File: config.mk
export PLATFORM = sky130hd
export DESIGN_NAME = byte_serial_bus_bridge_flat
export DESIGN_NICKNAME = d
export VERILOG_FILES = /design/src/rtl/byte_serial_bus_bridge_if.sv /design/src/rtl/byte_serial_bus_bridge.sv /design/src/flat_wrapper.sv
export SDC_FILE = /design/constraint.sdc
export NUM_CORES = 1
export LEC_CHECK = 0
export CELL_PAD_IN_SITES_DETAIL_PLACEMENT = 1
export CELL_PAD_IN_SITES_GLOBAL_PLACEMENT = 2
export CORE_MARGIN = 10
export CORE_UTILIZATION = 32
export DETAILED_ROUTE_END_ITERATION = 7
export GPL_TIMING_DRIVEN = 0
export PLACE_DENSITY = 0.75
export SYNTH_ARGS = -nofsm -noshare
export SYNTH_HDL_FRONTEND = slang
export SYNTH_SLANG_ARGS = --single-unit
File: constraint.sdc
create_clock -name clk -period 3.8 [get_ports clk]
set_clock_uncertainty 0.2 [all_clocks]
set_input_delay 1.14 -clock clk [delete_from_list [all_inputs] [get_ports clk]]
set_output_delay 1.14 -clock clk [all_outputs]
set_load 0.05 [all_outputs]
File: src/rtl/byte_serial_bus_bridge_if.sv
// byte_serial_bus_bridge_if: CPU request and pad bus bundle for the bridge; PAD_WAIT_EN adds pad_wait
interface byte_serial_bus_bridge_if #(
  parameter int DATA_W = 32,
  parameter int BUS_W = 8,
  parameter int ADDR_W = 32
);
  logic [BUS_W-1:0] pad_in, pad_out;
  logic pad_strobe;
  logic [1:0] pad_phase;
  logic [ADDR_W-1:0] fetch_addr, req_addr;
  logic req_valid, req_we, req_re, req_ready;
  logic [DATA_W-1:0] req_wdata, instr, rdata;
  logic rdata_valid, cpu_step, busy;
`ifdef PAD_WAIT_EN
  logic pad_wait;
`endif
  modport slave(
    input pad_in, fetch_addr, req_valid, req_we, req_re, req_addr, req_wdata,
`ifdef PAD_WAIT_EN
    input pad_wait,
`endif
    output pad_out, pad_strobe, pad_phase, req_ready, instr, rdata, rdata_valid, cpu_step, busy
  );
  modport master(
    output pad_in, fetch_addr, req_valid, req_we, req_re, req_addr, req_wdata,
`ifdef PAD_WAIT_EN
    output pad_wait,
`endif
    input pad_out, pad_strobe, pad_phase, req_ready, instr, rdata, rdata_valid, cpu_step, busy
  );
endinterface

File: src/rtl/byte_serial_bus_bridge.sv
// byte_serial_bus_bridge: beat-serial fetch/load/store bridge onto a narrow pad bus; PAD_WAIT_EN adds pad_wait stalls
module byte_serial_bus_bridge #(
  parameter int DATA_W = 32,
  parameter int BUS_W = 8,
  parameter int ADDR_W = 32,
  parameter int TURN_CYC = 1
) (
  input logic clk,
  input logic rst,
  byte_serial_bus_bridge_if.slave b
);
  localparam int AB = ADDR_W / BUS_W;
  localparam int DB = DATA_W / BUS_W;
  localparam int MX0 = AB > DB ? AB : DB;
  localparam int MX = MX0 > TURN_CYC ? MX0 : TURN_CYC;
  localparam int CW = MX > 1 ? $clog2(MX) : 1;
  localparam logic [CW-1:0] AL = CW'(AB - 1);
  localparam logic [CW-1:0] DL = CW'(DB - 1);
  localparam logic [CW-1:0] TL = CW'(TURN_CYC > 0 ? TURN_CYC - 1 : 0);
  typedef enum logic [3:0] {IDLE, FETCH_A, TURN, FETCH_D, STEP, MEM_A, MEM_WD, MEM_RD, RESP} state_t;
  state_t state, nxt, rd_st, turn_st;
  logic [CW-1:0] cnt, nc;
  logic [AB-1:0][BUS_W-1:0] fa, fa_n, ad, ad_n;
  logic [DB-1:0][BUS_W-1:0] wd, instr, rdata;
  logic l_we, l_re, act, stall, last;
  assign b.instr = instr;
  assign b.rdata = rdata;
`ifdef PAD_WAIT_EN
  assign stall = b.pad_wait && state inside {FETCH_A, FETCH_D, MEM_A, MEM_WD, MEM_RD};
`else
  assign stall = 1'b0;
`endif
  // next state and beat index; act marks a latched CPU request so the shared TURN knows which read follows
  always_comb begin
    rd_st = act ? MEM_RD : FETCH_D;
    turn_st = TURN_CYC == 0 ? rd_st : TURN;
    last = cnt == (state inside {FETCH_A, MEM_A} ? AL : state == TURN ? TL : DL);
    nxt = state;
    if (!stall)
      case (state)
        IDLE: nxt = FETCH_A;
        FETCH_A: nxt = last ? turn_st : FETCH_A;
        TURN: nxt = last ? rd_st : TURN;
        FETCH_D: nxt = last ? STEP : FETCH_D;
        STEP: nxt = b.req_valid && (b.req_we || b.req_re) ? MEM_A : FETCH_A;
        MEM_A: nxt = last ? (l_we ? MEM_WD : turn_st) : MEM_A;
        MEM_WD: nxt = last ? (l_re ? turn_st : FETCH_A) : MEM_WD;
        MEM_RD: nxt = last ? RESP : MEM_RD;
        RESP: nxt = FETCH_A;
        default: nxt = IDLE;
      endcase
    nc = nxt != state ? '0 : stall ? cnt : cnt + 1'b1;
    fa_n = nxt == FETCH_A && state != FETCH_A ? b.fetch_addr : fa;
    ad_n = state == STEP && nxt == MEM_A ? b.req_addr : ad;
  end
  // state, latches, read-beat capture and outputs registered from the state being entered
  always_ff @(posedge clk or negedge rst)
    if (!rst) begin
      state <= IDLE;
      cnt <= '0;
      fa <= '0;
      ad <= '0;
      wd <= '0;
      l_we <= 1'b0;
      l_re <= 1'b0;
      act <= 1'b0;
      instr <= '0;
      rdata <= '0;
      b.pad_out <= '0;
      b.pad_strobe <= 1'b0;
      b.pad_phase <= 2'd0;
      b.req_ready <= 1'b0;
      b.rdata_valid <= 1'b0;
      b.cpu_step <= 1'b0;
      b.busy <= 1'b0;
    end else begin
      state <= nxt;
      cnt <= nc;
      fa <= fa_n;
      ad <= ad_n;
      if (state == STEP && nxt == MEM_A) begin
        wd <= b.req_wdata;
        l_we <= b.req_we;
        l_re <= b.req_re;
      end
      act <= nxt != FETCH_A && (act || nxt == MEM_A);
      if (state == FETCH_D && !stall) instr[cnt] <= b.pad_in;
      if (state == MEM_RD && !stall) rdata[cnt] <= b.pad_in;
      b.pad_out <= nxt == FETCH_A ? fa_n[nc] : nxt == MEM_A ? ad_n[nc] : nxt == MEM_WD ? wd[nc] : '0;
      b.pad_strobe <= nxt inside {FETCH_A, MEM_A, MEM_WD};
      b.pad_phase <= nxt inside {FETCH_A, MEM_A} ? 2'd1 : nxt == MEM_WD ? 2'd2 : nxt inside {FETCH_D, MEM_RD} ? 2'd3 : 2'd0;
      b.req_ready <= nxt == STEP;
      b.rdata_valid <= nxt == RESP;
      b.cpu_step <= nxt inside {STEP, RESP};
      b.busy <= !(nxt inside {STEP, RESP});
    end
endmodule
File: src/flat_wrapper.sv
// flat-port wrapper written by rule: the top's interface ports become plain ports
module byte_serial_bus_bridge_flat 
#(
  parameter int DATA_W = 32,
  parameter int BUS_W = 8,
  parameter int ADDR_W = 32,
  parameter int TURN_CYC = 1
)
  (clk, rst, b_pad_in, b_fetch_addr, b_req_valid, b_req_we, b_req_re, b_req_addr, b_req_wdata, b_pad_out, b_pad_strobe, b_pad_phase, b_req_ready, b_instr, b_rdata, b_rdata_valid, b_cpu_step, b_busy);
  byte_serial_bus_bridge_if #(.DATA_W(DATA_W), .BUS_W(BUS_W), .ADDR_W(ADDR_W)) b_i ();
  input logic clk;
  input logic rst;
  input wire logic [$bits(b_i.pad_in)-1:0] b_pad_in;
  input wire logic [$bits(b_i.fetch_addr)-1:0] b_fetch_addr;
  input wire logic [$bits(b_i.req_valid)-1:0] b_req_valid;
  input wire logic [$bits(b_i.req_we)-1:0] b_req_we;
  input wire logic [$bits(b_i.req_re)-1:0] b_req_re;
  input wire logic [$bits(b_i.req_addr)-1:0] b_req_addr;
  input wire logic [$bits(b_i.req_wdata)-1:0] b_req_wdata;
  output wire logic [$bits(b_i.pad_out)-1:0] b_pad_out;
  output wire logic [$bits(b_i.pad_strobe)-1:0] b_pad_strobe;
  output wire logic [$bits(b_i.pad_phase)-1:0] b_pad_phase;
  output wire logic [$bits(b_i.req_ready)-1:0] b_req_ready;
  output wire logic [$bits(b_i.instr)-1:0] b_instr;
  output wire logic [$bits(b_i.rdata)-1:0] b_rdata;
  output wire logic [$bits(b_i.rdata_valid)-1:0] b_rdata_valid;
  output wire logic [$bits(b_i.cpu_step)-1:0] b_cpu_step;
  output wire logic [$bits(b_i.busy)-1:0] b_busy;
  assign b_i.pad_in = b_pad_in;
  assign b_i.fetch_addr = b_fetch_addr;
  assign b_i.req_valid = b_req_valid;
  assign b_i.req_we = b_req_we;
  assign b_i.req_re = b_req_re;
  assign b_i.req_addr = b_req_addr;
  assign b_i.req_wdata = b_req_wdata;
  assign b_pad_out = b_i.pad_out;
  assign b_pad_strobe = b_i.pad_strobe;
  assign b_pad_phase = b_i.pad_phase;
  assign b_req_ready = b_i.req_ready;
  assign b_instr = b_i.instr;
  assign b_rdata = b_i.rdata;
  assign b_rdata_valid = b_i.rdata_valid;
  assign b_cpu_step = b_i.cpu_step;
  assign b_busy = b_i.busy;
  byte_serial_bus_bridge #(.DATA_W(DATA_W), .BUS_W(BUS_W), .ADDR_W(ADDR_W), .TURN_CYC(TURN_CYC)) u_core (.clk(clk), .rst(rst), .b(b_i));
endmodule
Word level (Yosys, flattened, before mapping)
Index checks and enable logic that the tools add are counted.
- equality and inequality tests: 19
- mux-type cells: 32
- magnitude comparators: 3
- reductions and logical operators: 15
- add/subtract/negate cells: 1
- operators by type and width (cell ; number):
    bitwise mux 32 bit ; 2
    2-to-1 mux 32 bit ; 2
    2-to-1 mux 8 bit ; 7
    binary-select mux 8 bit (select 2 bit) ; 3
    == test 4 x 3 -> 1 bit (second input constant) ; 8
    case mux 4 bit (8 select lines) ; 1
    demux 8 bit (select 2 bit) ; 1
    2-to-1 mux 2 bit ; 8
    2-to-1 mux 4 bit ; 4
    == test 4 x 2 -> 1 bit (second input constant) ; 3
    2-to-1 mux 3 bit ; 4
    == test 4 x 1 -> 1 bit (second input constant) ; 2
    == test 4 bit (second input constant) ; 2
    inequality test 4 x 1 -> 1 bit (second input constant) ; 2
    nonzero test 2 bit ; 4
    less-than comparator 2 x 3 -> 1 bit (second input constant) ; 2
    logical AND 1 bit ; 5
    zero test 4 bit ; 1
    inequality test 4 bit ; 1
    nonzero test 3 bit ; 1
    adder 2 x 1 -> 2 bit (second input constant) ; 1
    == test 2 bit ; 1
    >= comparator 2 x 1 -> 1 bit (second input constant) ; 1
    logical OR 1 bit ; 2
    2 further kinds ; 2
- word-level logic and storage cells: 102
- register bits after elaboration: 184
- input bits: 109

Depth between registers and ports, before layout
Gate-level depths: netlist (run 1).
- depth in word-level cells: 13
- mapped depth: 11

Worst setup path after synthesis (run 1)
No wires, ideal clock.
- kind: input -> register
- from: in b_req_re
- to: reg u_core.b.pad_out[5]
- path buffers: 1
- library setup time: 0.136 ns
- setup slack: 0.681 ns
- arrival: 2.783 ns
- stages on the path: 7
- required time: 3.464 ns
- cells stage by stage: o21ai_0 -> nor4_4 -> buf_2 -> mux2_2 -> mux2_1 -> a21oi_1 -> a32oi_1
- RTL lines (element ; line ; source):
    from (decl) ; flat_wrapper.sv:17 ; input wire logic [$bits(b_i.req_re)-1:0] b_req_re;
    to (signal assigned) ; byte_serial_bus_bridge.sv:89 ; b.pad_out <= nxt == FETCH_A ? fa_n[nc] : nxt == MEM_A ? ad_n[nc] : nxt == MEM_WD ? wd[nc] : '0;
    to (decl) ; byte_serial_bus_bridge_if.sv:22 ; output pad_out, pad_strobe, pad_phase, req_ready, instr, rdata, rdata_valid, cpu_step, busy

==> summary.txt, run 1 <==
GLOBAL ROUTING
----------------------------------------------------------------------------------
Maximum number of pins on one net before global-route repair ........          127
Antenna violations before repair ....................................            0
Global-route wire length before repair ..............................     37.56 mm
Total global routing track utilization ..............................       15.31%
Via count of the first global-routing pass ..........................         6433
Total grt overflow ..................................................            0

STA
----------------------------------------------------------------------------------
Crit share post-route ...............................................       94.83%
Setup repair after global routing missed its margin .................           no
Number of endpoints failing setup at the final stage ................            0
Final hold vios .....................................................            0
Worst rel slew slack ................................................       43.21%
Peak clock frequency supported by timing ............................   0.2775 GHz
Least-Margin Pin Slew ...............................................    0.8503 ns
Number of max-slew violations in the final report ...................            0
Final Critical Period ...............................................     3.603 ns
Setup Total Neg Slack ...............................................         0 ns

CRITICAL PATH
----------------------------------------------------------------------------------
Highest cell delay on the worst timing path .........................      0.50 ns
Count of buffer and inverter cells on the critical path .............            3
Count of cells along the worst register-to-register path ............           11
Worst setup path class ..............................................    in -> reg
Kind of capture point of the worst setup path .......................         flop
Worst endpoint required time ........................................      3.88 ns
Logic depth of the worst setup path including buffers ...............            9
Category of the worst setup path launch point ....................... primary input
Peak fanout along the critical path .................................           10
Worst path slowest cell ............................................. clkdlybuf4s50_1
Series of cell instances along the critical path .................... clkdlybuf4s50_1, o21ai_0, nor4_4, buf_4, buf_2, mux2_2, mux2_1, a21oi_1, a32oi_1
Data arrival time of the critical path ..............................      3.69 ns
Family of cells with the greatest summed delay on the critical path . buffers and inverters

YOSYS
----------------------------------------------------------------------------------
Number of unique standard cell types used by synthesis ..............           50
EDFF count, synth ...................................................            0
Cell Area, Synth ....................................................     8084 um2
Warning count from the yosys run ....................................            0
Cell type with the largest total area after synthesis ...............      dfrtp_1
Register bit count reported by yosys ................................          184
Mapped Avg Cell Area ................................................    13.80 um2
Post-synthesis net count ............................................          699
Part of the Yosys area used for sequential elements .................       56.96%
Cells taking the most area after synthesis .......................... dfrtp_1 57%, mux2_2 24%, mux2i_1 3.1%
Most frequently used flop master after synthesis ....................      dfrtp_1
FFs w/ async S/R, synth .............................................       100.0%
Fraction of post-synthesis cell area in the top cell type by area ...       56.96%
Count of mapped cells out of synthesis ..............................          586
Count leader, synth .................................................      dfrtp_1
Commonest cells in the synthesized netlist .......................... 184 x dfrtp_1, 173 x mux2_2, 32 x nand2_1, 25 x mux2i_1, 18 x inv_1

DIE
----------------------------------------------------------------------------------
Number of ports placed on the die boundary ..........................          188
Core ar. ............................................................    25040 um2
Starting density of the core ........................................       32.29%
Overall die width ...................................................     178.9 um
Area of the die .....................................................    32020 um2
Row count ...........................................................           58
Vertical die dimension ..............................................     178.9 um

PLACE
----------------------------------------------------------------------------------
DPL Wire Length .....................................................     18.65 mm
Number of cells in the design after placement .......................         1104
Placement Cell Area .................................................    10400 um2
Last weighted congestion value of the routability-driven placer .....       0.8131
Number of input and output port buffers inserted ....................          187

PWR
----------------------------------------------------------------------------------
Portion of total power attributed to sequential cells ...............        30.5%
Static leakage power ................................................     4.570 nW
Highest ir drop seen on vdd .........................................    0.5852 mV
Proportion of total power due to net switching ......................       43.11%
Int Pwr .............................................................     6.449 mW
Power density cells .................................................  1030 nW/um2
Clk pwr share .......................................................        15.6%
Net Switching .......................................................     4.886 mW
Power share of the combinational group ..............................        53.9%

CLOCK NETWORK
----------------------------------------------------------------------------------
CTS clock-pin slew for the worst setup and hold paths ...............      0.07 ns
Insertion delay of the later-clocked pin in the worst-skew pair .....      0.43 ns
Clock sink count ....................................................          184
Clock root cell .....................................................    clkbuf_16
TritonCTS clock tree ................................................         done
Maximum level of the CTS H-tree .....................................            4
Maximum buffer depth of the clock tree ..............................            2
Number of CTS-inserted buffers ......................................           17
Number of hold buffers added after CTS ..............................            0

FLOW RUN
----------------------------------------------------------------------------------
Number of max-cap violations ........................................            0

ROUTING
----------------------------------------------------------------------------------
Sum of routed wire length over all layers ...........................     24.39 mm
Drt drc .............................................................            0
Vias after detailed routing .........................................         5624
First-pass iteration count of the detailed router ...................            5
Number of antenna-violating nets in the routed design ...............            0
Initial DRC Count ...................................................          266
Final routed wire length divided by cell count ......................     21.45 um
Detail-routed via count per cell ....................................        4.946

FINAL LAYOUT
----------------------------------------------------------------------------------
Share of post-route cells with drive strength above 1 ...............       29.62%
Final design instance area without fill .............................    11000 um2
End-of-flow core utilization ........................................       43.94%
P&R area growth vs syn ..............................................       36.08%
Total Nets Final ....................................................          908
Layout Cells excl Fill ..............................................         1137
Number of antenna repair diodes .....................................            0

STATUS
----------------------------------------------------------------------------------
Result of the run ................................................... finished clean

MIN PATH
----------------------------------------------------------------------------------
Hold WC Path Type ...................................................   reg -> reg
Worst hold path stage count .........................................            1

power by group through the flow:
stage	combinational [mW]	clock (mW)	sequential, mW
floorplan	2.81	0	4.78
global placement	6.01	0	3.45
detailed placement	6.14	0	3.50
CTS	6.16	1.82	3.47
global route	6.51	1.91	3.58
finish	6.11	1.77	3.46
metal layers:
metal	routed length, um	global-route usage, %
met1	10930	19.72
met2	11430	24.58
met3	1676	4.149
met4	352	4.650
met5	0	0
registers in the layout (all words and copies together), names as in the netlist, 2 cells and up:
signal / cells
u_core.ad: 32
u_core.b.instr: 32
u_core.b.pad_out: 8
u_core.b.pad_phase: 2
u_core.b.rdata: 32
u_core.cnt: 2
u_core.fa: 32
u_core.state: 4
u_core.wd: 32
kinds of logic (layout without fill, tap and decap cells):
kind of cell	after synthesis	count (layout)	synth area share [%]
simple gates	70	70	4.519
flops	184	184	56.96
compound gates	77	77	6.826
mux	206	206	28.31
buf+inv	45	266	2.770
fa+ha+maj	4	4	0.6191
final cells by class:
class | instances | area [um2]
plain buffers | 27 | 158.9
multi-input cells | 357 | 3256
clock inverters | 14 | 156.4
flip-flops and latches | 184 | 4604
clock buffers | 17 | 425.4
well taps | 330 | 412.9
inverters | 18 | 67.56
fillers | 2567 | 14040
repair buffers | 190 | 1919
stage by stage:
step	power, mW	hold WS [ns]	setup WS, ns
3_3_place_gp	9.461	0.2774	-6.012
5_1_grt	11.99	0.3083	0.06612
2_1_floorplan	7.589	0.2658	0.6805
4_1_cts	11.45	0.2998	0.1240
3_5_place_dp	9.637	0.2839	-0.6097
6_report	11.33	0.3008	0.1966
cell usage in the layout (no fill, tap or decap), drive strengths merged, types with 3 or more instances in the layout:
master / Yosys / final
mux2i: 25 / 25
o211ai: 3 / 3
nor3: 7 / 7
dfrtp: 184 / 184
clkbuf: 5 / 22
o21ai: 23 / 23
clkdlybuf4s50: 0 / 186
inv: 18 / 26
a21oi: 11 / 11
a2bb2oi: 3 / 3
buf: 22 / 26
nand3: 6 / 6
a221oi: 7 / 7
nand2: 33 / 33
mux2: 181 / 181
a211oi: 3 / 3
nor2: 9 / 9
o21a: 7 / 7
nor4: 3 / 3
a32oi: 7 / 7
clkinv: 0 / 3
ha: 4 / 4
final timing paths:
check                              startpoint                   to  slack [ns]
min in group asynchronous                 rst   u_core.b.instr[23]        0.43
worst min register to register  u_core.ad[31]        u_core.ad[31]        0.30
max in group asynchronous                 rst        u_core.ad[19]        1.98
worst min-delay path            u_core.ad[31]        u_core.ad[31]        0.30
worst max-delay path                 b_req_re  u_core.b.pad_out[1]        0.20
worst max register to register  u_core.cnt[0]  u_core.b.pad_out[2]        0.43
timing repair:
item,CTS,global route
gates resized for setup,1,2
setup buffers,2,0
pin swaps,1,0
endpoints found under the setup margin,14,7
Power figures use the tool's default switching activity.
==> run 2, diff against run 1 <==
- CTS_BUF_LIST: unset -> sky130_fd_sc_hd__clkbuf_8
==> run 2 against run 1 <==
Global-route usage down 0.17 points. Non-clock buffer count is the same. Clock power down 25%.
==> summary.txt, run 2 (same netlist as run 1, synthesis figures left out) <==
STATUS
------------------------------------------------------------------------------
Result of the run ............................................... finished clean

ROUTING
------------------------------------------------------------------------------
Detailed-routing wirelength on met1 .............................     10.85 mm
Initial DRC Count ...............................................          283
Total met3 wirelength after detailed routing ....................     1.766 mm
Drt drc .........................................................            0
First-pass iteration count of the detailed router ...............            4
Detailed-routed wire length on met2 .............................     11.28 mm
Final routed wire length divided by cell count ..................     21.27 um
Number of antenna-violating nets in the routed design ...........            0
Sum of routed wire length over all layers .......................     24.19 mm
Uppermost signal routing layer after detailed routing ...........         met4
Vias after detailed routing .....................................         5634
Detail-routed via count per cell ................................        4.955

STA
------------------------------------------------------------------------------
Worst rel slew slack ............................................       43.14%
Crit share post-route ...........................................       93.26%
Number of max-slew violations in the final report ...............            0
Setup Total Neg Slack ...........................................         0 ns
Number of endpoints failing setup at the final stage ............            0
Final hold slack ................................................    0.3048 ns
Final Worst Setup Slack .........................................    0.2560 ns
Least-Margin Pin Slew ...........................................    0.8514 ns
Final hold vios .................................................            0
Peak clock frequency supported by timing ........................   0.2822 GHz
Final Critical Period ...........................................     3.544 ns
Setup repair after global routing missed its margin .............           no

PLACE
------------------------------------------------------------------------------
Number of input and output port buffers inserted ................          187
DPL Wire Length .................................................     18.65 mm
Pre-CTS setup slack .............................................   -0.6097 ns
Last weighted congestion value of the routability-driven placer .       0.8131
Placement Cell Area .............................................    10400 um2

FINAL LAYOUT
------------------------------------------------------------------------------
End-of-flow core utilization ....................................       43.17%
P&R area growth vs syn ..........................................       33.71%
Total Nets Final ................................................          908
Most common cell after layout, fill and taps aside .............. clkdlybuf4s50_1
Number of antenna repair diodes .................................            0
Commonest non-fill, non-tap cells in the layout ................. 186 x clkdlybuf4s50_1, 184 x dfrtp_1, 173 x mux2_2
Final design instance area without fill .........................    10810 um2
Share of post-route cells with drive strength above 1 ...........       29.62%

CLOCK NETWORK
------------------------------------------------------------------------------
TritonCTS clock tree ............................................         done
CTS clock-pin slew for the worst setup and hold paths ...........      0.10 ns
Maximum level of the CTS H-tree .................................            4
Insertion delay of the later-clocked pin in the worst-skew pair .      0.47 ns
Clock root cell .................................................     clkbuf_8
Number of CTS-inserted buffers ..................................           17
Number of hold buffers added after CTS ..........................            0
Clock sink count ................................................          184
Maximum buffer depth of the clock tree ..........................            2

CRITICAL PATH
------------------------------------------------------------------------------
Worst flop-to-flop path startpoint .............................. u_core.cnt[0]
Data arrival time of the critical path ..........................      3.68 ns
Kind of capture point of the worst setup path ...................         flop
Count of cells along the worst register-to-register path ........           11
Worst reg2reg path endpoint ..................................... u_core.b.pad_out[2]
Worst setup path class ..........................................    in -> reg
Peak fanout along the critical path .............................           10
Category of the worst setup path launch point ................... primary input
Worst endpoint required time ....................................      3.93 ns
Reg2Reg Setup Slack .............................................      0.42 ns

DIE
------------------------------------------------------------------------------
Vertical die dimension ..........................................     178.9 um
Number of ports placed on the die boundary ......................          188
Starting density of the core ....................................       32.29%
Row count .......................................................           58
Overall die width ...............................................     178.9 um
Core ar. ........................................................    25040 um2
Area of the die .................................................    32020 um2

GLOBAL ROUTING
------------------------------------------------------------------------------
Antenna violations before repair ................................            0
Global-route wire length before repair ..........................     37.27 mm
Total grt overflow ..............................................            0
Maximum number of pins on one net before global-route repair ....          127
Total global routing track utilization ..........................       15.14%
Via count of the first global-routing pass ......................         6426

PWR
------------------------------------------------------------------------------
Static leakage power ............................................     4.483 nW
Highest ir drop seen on vdd .....................................    0.6025 mV
Power density cells .............................................  1005 nW/um2

MIN PATH
------------------------------------------------------------------------------
Worst hold path stage count .....................................            1
Hold_sp ......................................................... u_core.ad[15]
Hold WC Path Type ...............................................   reg -> reg
Worst hold endpoint ............................................. u_core.ad[15]

FLOW RUN
------------------------------------------------------------------------------
Number of max-cap violations ....................................            0

-- run 2: stage by stage --
step | power, mW | cells
after global placement | 9.461 | 1103
after global routing | 11.53 | 1137
final | 10.87 | 1137
after floorplan | 7.589 | 586
after detailed placement | 9.637 | 1104
after CTS | 10.99 | 1137
-- run 2: worst max-delay path, stage by stage --
cell and delay (ns):
clkdlybuf4s50_1 0.50, o21ai_0 0.16, nor4_4 0.29, buf_4 0.19
buf_2 0.26, mux2_2 0.38, mux2_1 0.29, a21oi_1 0.30
a32oi_1 0.16
-- run 2: how the worst max path moves through the flow --
| stage | start | to | slack (ns) | depth (start not counted) |
|---|---|---|---|---|
| 2_1_floorplan | b_req_re | u_core.b.pad_out[5] | 0.68 | 7 |
| 3_3_place_gp | rst | u_core.wd[11] | -6.01 | 1 |
| 3_5_place_dp | b_req_re | u_core.wd[23] | -0.61 | 6 |
| 4_1_cts | u_core.cnt[0] | u_core.b.pad_out[2] | 0.12 | 11 |
| 5_1_grt | b_req_re | u_core.wd[30] | 0.12 | 7 |
| 6_report | b_req_re | u_core.b.pad_out[1] | 0.26 | 9 |
-- run 2: area by class of cell --
class | count | area, um2
Multi-Input combinational cell | 357 | 3256
Clock buffer | 17 | 234.0
Fill cell | 2589 | 14230
Inverter | 18 | 67.56
Clock inverter | 14 | 156.4
Tap cell | 330 | 412.9
Sequential cell | 184 | 4604
Timing Repair Buffer | 190 | 1919
Buffer | 27 | 158.9
-- run 2: power by group --
part,leakage (nW),internal [mW],total (mW),switching [mW]
clock,0.193,0.545,1.33,0.780
sequential,2.20,2.94,3.45,0.508
combinational,2.09,2.57,6.09,3.52
-- run 2: layer usage --
metal | vias to the layer above | GRT usage, %
met3 | 19 | 4.591
met5 | - | 0
met1 | 2877 | 19.55
li1 | 2546 | -
met4 | 0 | 3.617
met2 | 192 | 24.34
-- run 2: what timing repair did --
item,CTS,global route
pin swaps,1,0
setup buffers,2,0
gates resized for setup,1,2
endpoints found under the setup margin,12,7
==> run 3, diff against run 2 <==
- GPL_TIMING_DRIVEN: 0 -> unset
==> run 3 against run 2 <==
Worst setup slack improved by 0.20 ns. Power is 1.0% lower. Maximum frequency increased by 6.0%. Global-route usage down 0.56 points. Sequential cell count is the same. Critical path depth decreased by 1. First-iteration DRC count rose by 1.1%. Utilization about the same. Sequential power grew 1%. Count of clock-buffer cells in the layout unchanged. Via count fell by 2.5%. Critical endpoint is now u_core.b.pad_out[5]. Largest power group unchanged.
==> summary.txt, run 3 (same netlist as run 1, synthesis figures left out) <==
FINAL LAYOUT
----------------------------------------------------------------------------------
End-of-flow core utilization ........................................       43.14%
Total Nets Final ....................................................          895
P&R area growth vs syn ..............................................       33.60%
Commonest non-fill, non-tap cells in the layout ..................... 186 x clkdlybuf4s50_1, 184 x dfrtp_1, 173 x mux2_2
Most common cell after layout, fill and taps aside .................. clkdlybuf4s50_1
Number of antenna repair diodes .....................................            0
Share of post-route cells with drive strength above 1 ...............       29.09%
Filler Cells Inserted ...............................................         2597

ROUTING
----------------------------------------------------------------------------------
Number of antenna-violating nets in the routed design ...............            0
Detailed-routing wirelength on met1 .................................     10.77 mm
Initial DRC Count ...................................................          286
Uppermost signal routing layer after detailed routing ...............         met5
Final routed wire length divided by cell count ......................     20.99 um
Total met3 wirelength after detailed routing ........................     1.540 mm
Detailed-routed wire length on met2 .................................     11.00 mm
First-pass iteration count of the detailed router ...................            4
Vias after detailed routing .........................................         5495
Sum of routed wire length over all layers ...........................     23.59 mm
Drt drc .............................................................            0
Detail-routed via count per cell ....................................        4.889

MIN PATH
----------------------------------------------------------------------------------
Hold_sp ............................................................. u_core.ad[4]
Hold WC Path Type ...................................................   reg -> reg

DIE
----------------------------------------------------------------------------------
Area of the die .....................................................    32020 um2
Starting density of the core ........................................       32.29%
Number of ports placed on the die boundary ..........................          188
Overall die width ...................................................     178.9 um
Core ar. ............................................................    25040 um2
Row count ...........................................................           58
Vertical die dimension ..............................................     178.9 um

CRITICAL PATH
----------------------------------------------------------------------------------
Worst setup path class ..............................................    in -> reg
Series of cell instances along the critical path .................... clkdlybuf4s50_1, o2111ai_1, a31o_4, a211oi_4, buf_12, mux2_1, a21oi_1, a32oi_1
Highest cell delay on the worst timing path .........................      0.51 ns
Category of the worst setup path launch point ....................... primary input
Startpoint of the most critical setup path ..........................     b_req_re
Peak fanout along the critical path .................................           35
Count of buffer and inverter cells on the critical path .............            2
Worst path slowest cell ............................................. clkdlybuf4s50_1
Worst flop-to-flop path startpoint .................................. u_core.state[0]
Kind of capture point of the worst setup path .......................         flop
Data arrival time of the critical path ..............................      3.46 ns
Worst endpoint required time ........................................      3.92 ns
Family of cells with the greatest summed delay on the critical path . compound AO/OA/AOI/OAI gates

GLOBAL ROUTING
----------------------------------------------------------------------------------
Global-route wire length before repair ..............................     35.83 mm
Antenna violations before repair ....................................            1
Maximum number of pins on one net before global-route repair ........           85
Total grt overflow ..................................................            0
Via count of the first global-routing pass ..........................         6194
Total global routing track utilization ..............................       14.58%

PWR
----------------------------------------------------------------------------------
Net Switching .......................................................     4.741 mW
Proportion of total power due to net switching ......................       44.09%
Power share of the combinational group ..............................        55.8%
Static leakage power ................................................     4.429 nW
Power density cells ................................................. 995.6 nW/um2
Highest ir drop seen on vdd .........................................    0.5489 mV
Int Pwr .............................................................     6.012 mW
Clk pwr share .......................................................        11.7%
Portion of total power attributed to sequential cells ...............        32.5%

STA
----------------------------------------------------------------------------------
Setup repair after global routing missed its margin .................           no
Final Critical Period ...............................................     3.342 ns
Worst rel slew slack ................................................       51.87%
Setup Total Neg Slack ...............................................         0 ns
Peak clock frequency supported by timing ............................   0.2992 GHz
Number of endpoints failing setup at the final stage ................            0
Least-Margin Pin Slew ...............................................    0.7220 ns
Final hold slack ....................................................    0.3036 ns
Final hold vios .....................................................            0
Crit share post-route ...............................................       87.96%
Number of max-slew violations in the final report ...................            0
Final Worst Setup Slack .............................................    0.4576 ns

CLOCK NETWORK
----------------------------------------------------------------------------------
Insertion delay of the later-clocked pin in the worst-skew pair .....      0.46 ns
Number of setup buffers added after CTS .............................            0
TritonCTS clock tree ................................................         done
Maximum buffer depth of the clock tree ..............................            2
CTS clock-pin slew for the worst setup and hold paths ...............      0.09 ns
Clock sink count ....................................................          184
Clock root cell .....................................................     clkbuf_8
Number of CTS-inserted buffers ......................................           17
PostCTS Resize Cnt ..................................................            0
Number of hold buffers added after CTS ..............................            0
Maximum level of the CTS H-tree .....................................            4

PLACE
----------------------------------------------------------------------------------
Number of input and output port buffers inserted ....................          187
Pre-CTS setup slack .................................................  0.009900 ns
DPL Wire Length .....................................................     17.98 mm
Last weighted congestion value of the routability-driven placer .....       0.8478

STATUS
----------------------------------------------------------------------------------
Result of the run ................................................... finished clean

FLOW RUN
----------------------------------------------------------------------------------
Number of max-cap violations ........................................            0

==> run 3: changes by cell type in the layout (fill, tap and decap cells not counted), moves of 2 or more <==
cell | previous run | this run
inv_6 | 5 | 2
buf_2 | 15 | 0
clkbuf_1 | 4 | 0
buf_4 | 7 | 11
clkinvlp_4 | 2 | 5
buf_12 | 0 | 6
buf_8 | 2 | 0
==> run 3: area by class of cell <==
type | instances | area [um2] | share of cell area, %
Sequential cell | 184 | 4604 | 42.63
Multi-Input combinational cell | 357 | 3264 | 30.22
Inverter | 18 | 67.56 | 0.6256
Timing Repair Buffer | 204 | 2078 | 19.24
Clock buffer | 17 | 234.0 | 2.166
Clock inverter | 14 | 138.9 | 1.286
Tap cell | 330 | 412.9 | 3.823
==> run 3: layer usage <==
layer,track usage [%],up-vias
met5,0,-
met4,3.548,2
met3,4.128,17
met2,23.49,167
met1,18.93,2791
li1,-,2518
==> run 3: path summary, 6_finish.rpt <==
kind	end	slack, ns	cells past startpoint
worst max-delay path	u_core.b.pad_out[5]	0.46	8
worst min-delay path	u_core.ad[4]	0.30	1
worst max register to register	u_core.b.pad_out[5]	0.63	8
worst min register to register	u_core.ad[4]	0.30	1
max in group asynchronous	u_core.l_re	2.11	2
min in group asynchronous	u_core.b.rdata[19]	0.51	1
==> run 3: worst register-to-register path, stage by stage (launching register included) <==
cell      delay [ns]
dfrtp_1         0.62
nand2_1         0.26
or3_4           0.40
a31o_4          0.26
a211oi_4        0.24
buf_12          0.25
mux2_1          0.37
a21oi_1         0.29
a32oi_1         0.15
==> run 3: stage by stage <==
stage | total power, mW | instance area, um2 | instances
2_1_floorplan | 7.589 | 8084 | 586
3_3_place_gp | 9.404 | 10430 | 1093
3_5_place_dp | 9.600 | 10430 | 1093
4_1_cts | 10.90 | 10800 | 1124
5_1_grt | 11.40 | 10800 | 1124
6_report | 10.75 | 10800 | 1124
==> run 3: power by group through the flow <==
stage / sequential [mW] / clock, mW / combinational (mW)
3_5_place_dp: 3.54 / 0 / 6.06
6_report: 3.49 / 1.26 / 6.00
4_1_cts: 3.50 / 1.31 / 6.08
3_3_place_gp: 3.49 / 0 / 5.91
5_1_grt: 3.60 / 1.40 / 6.39
2_1_floorplan: 4.78 / 0 / 2.81
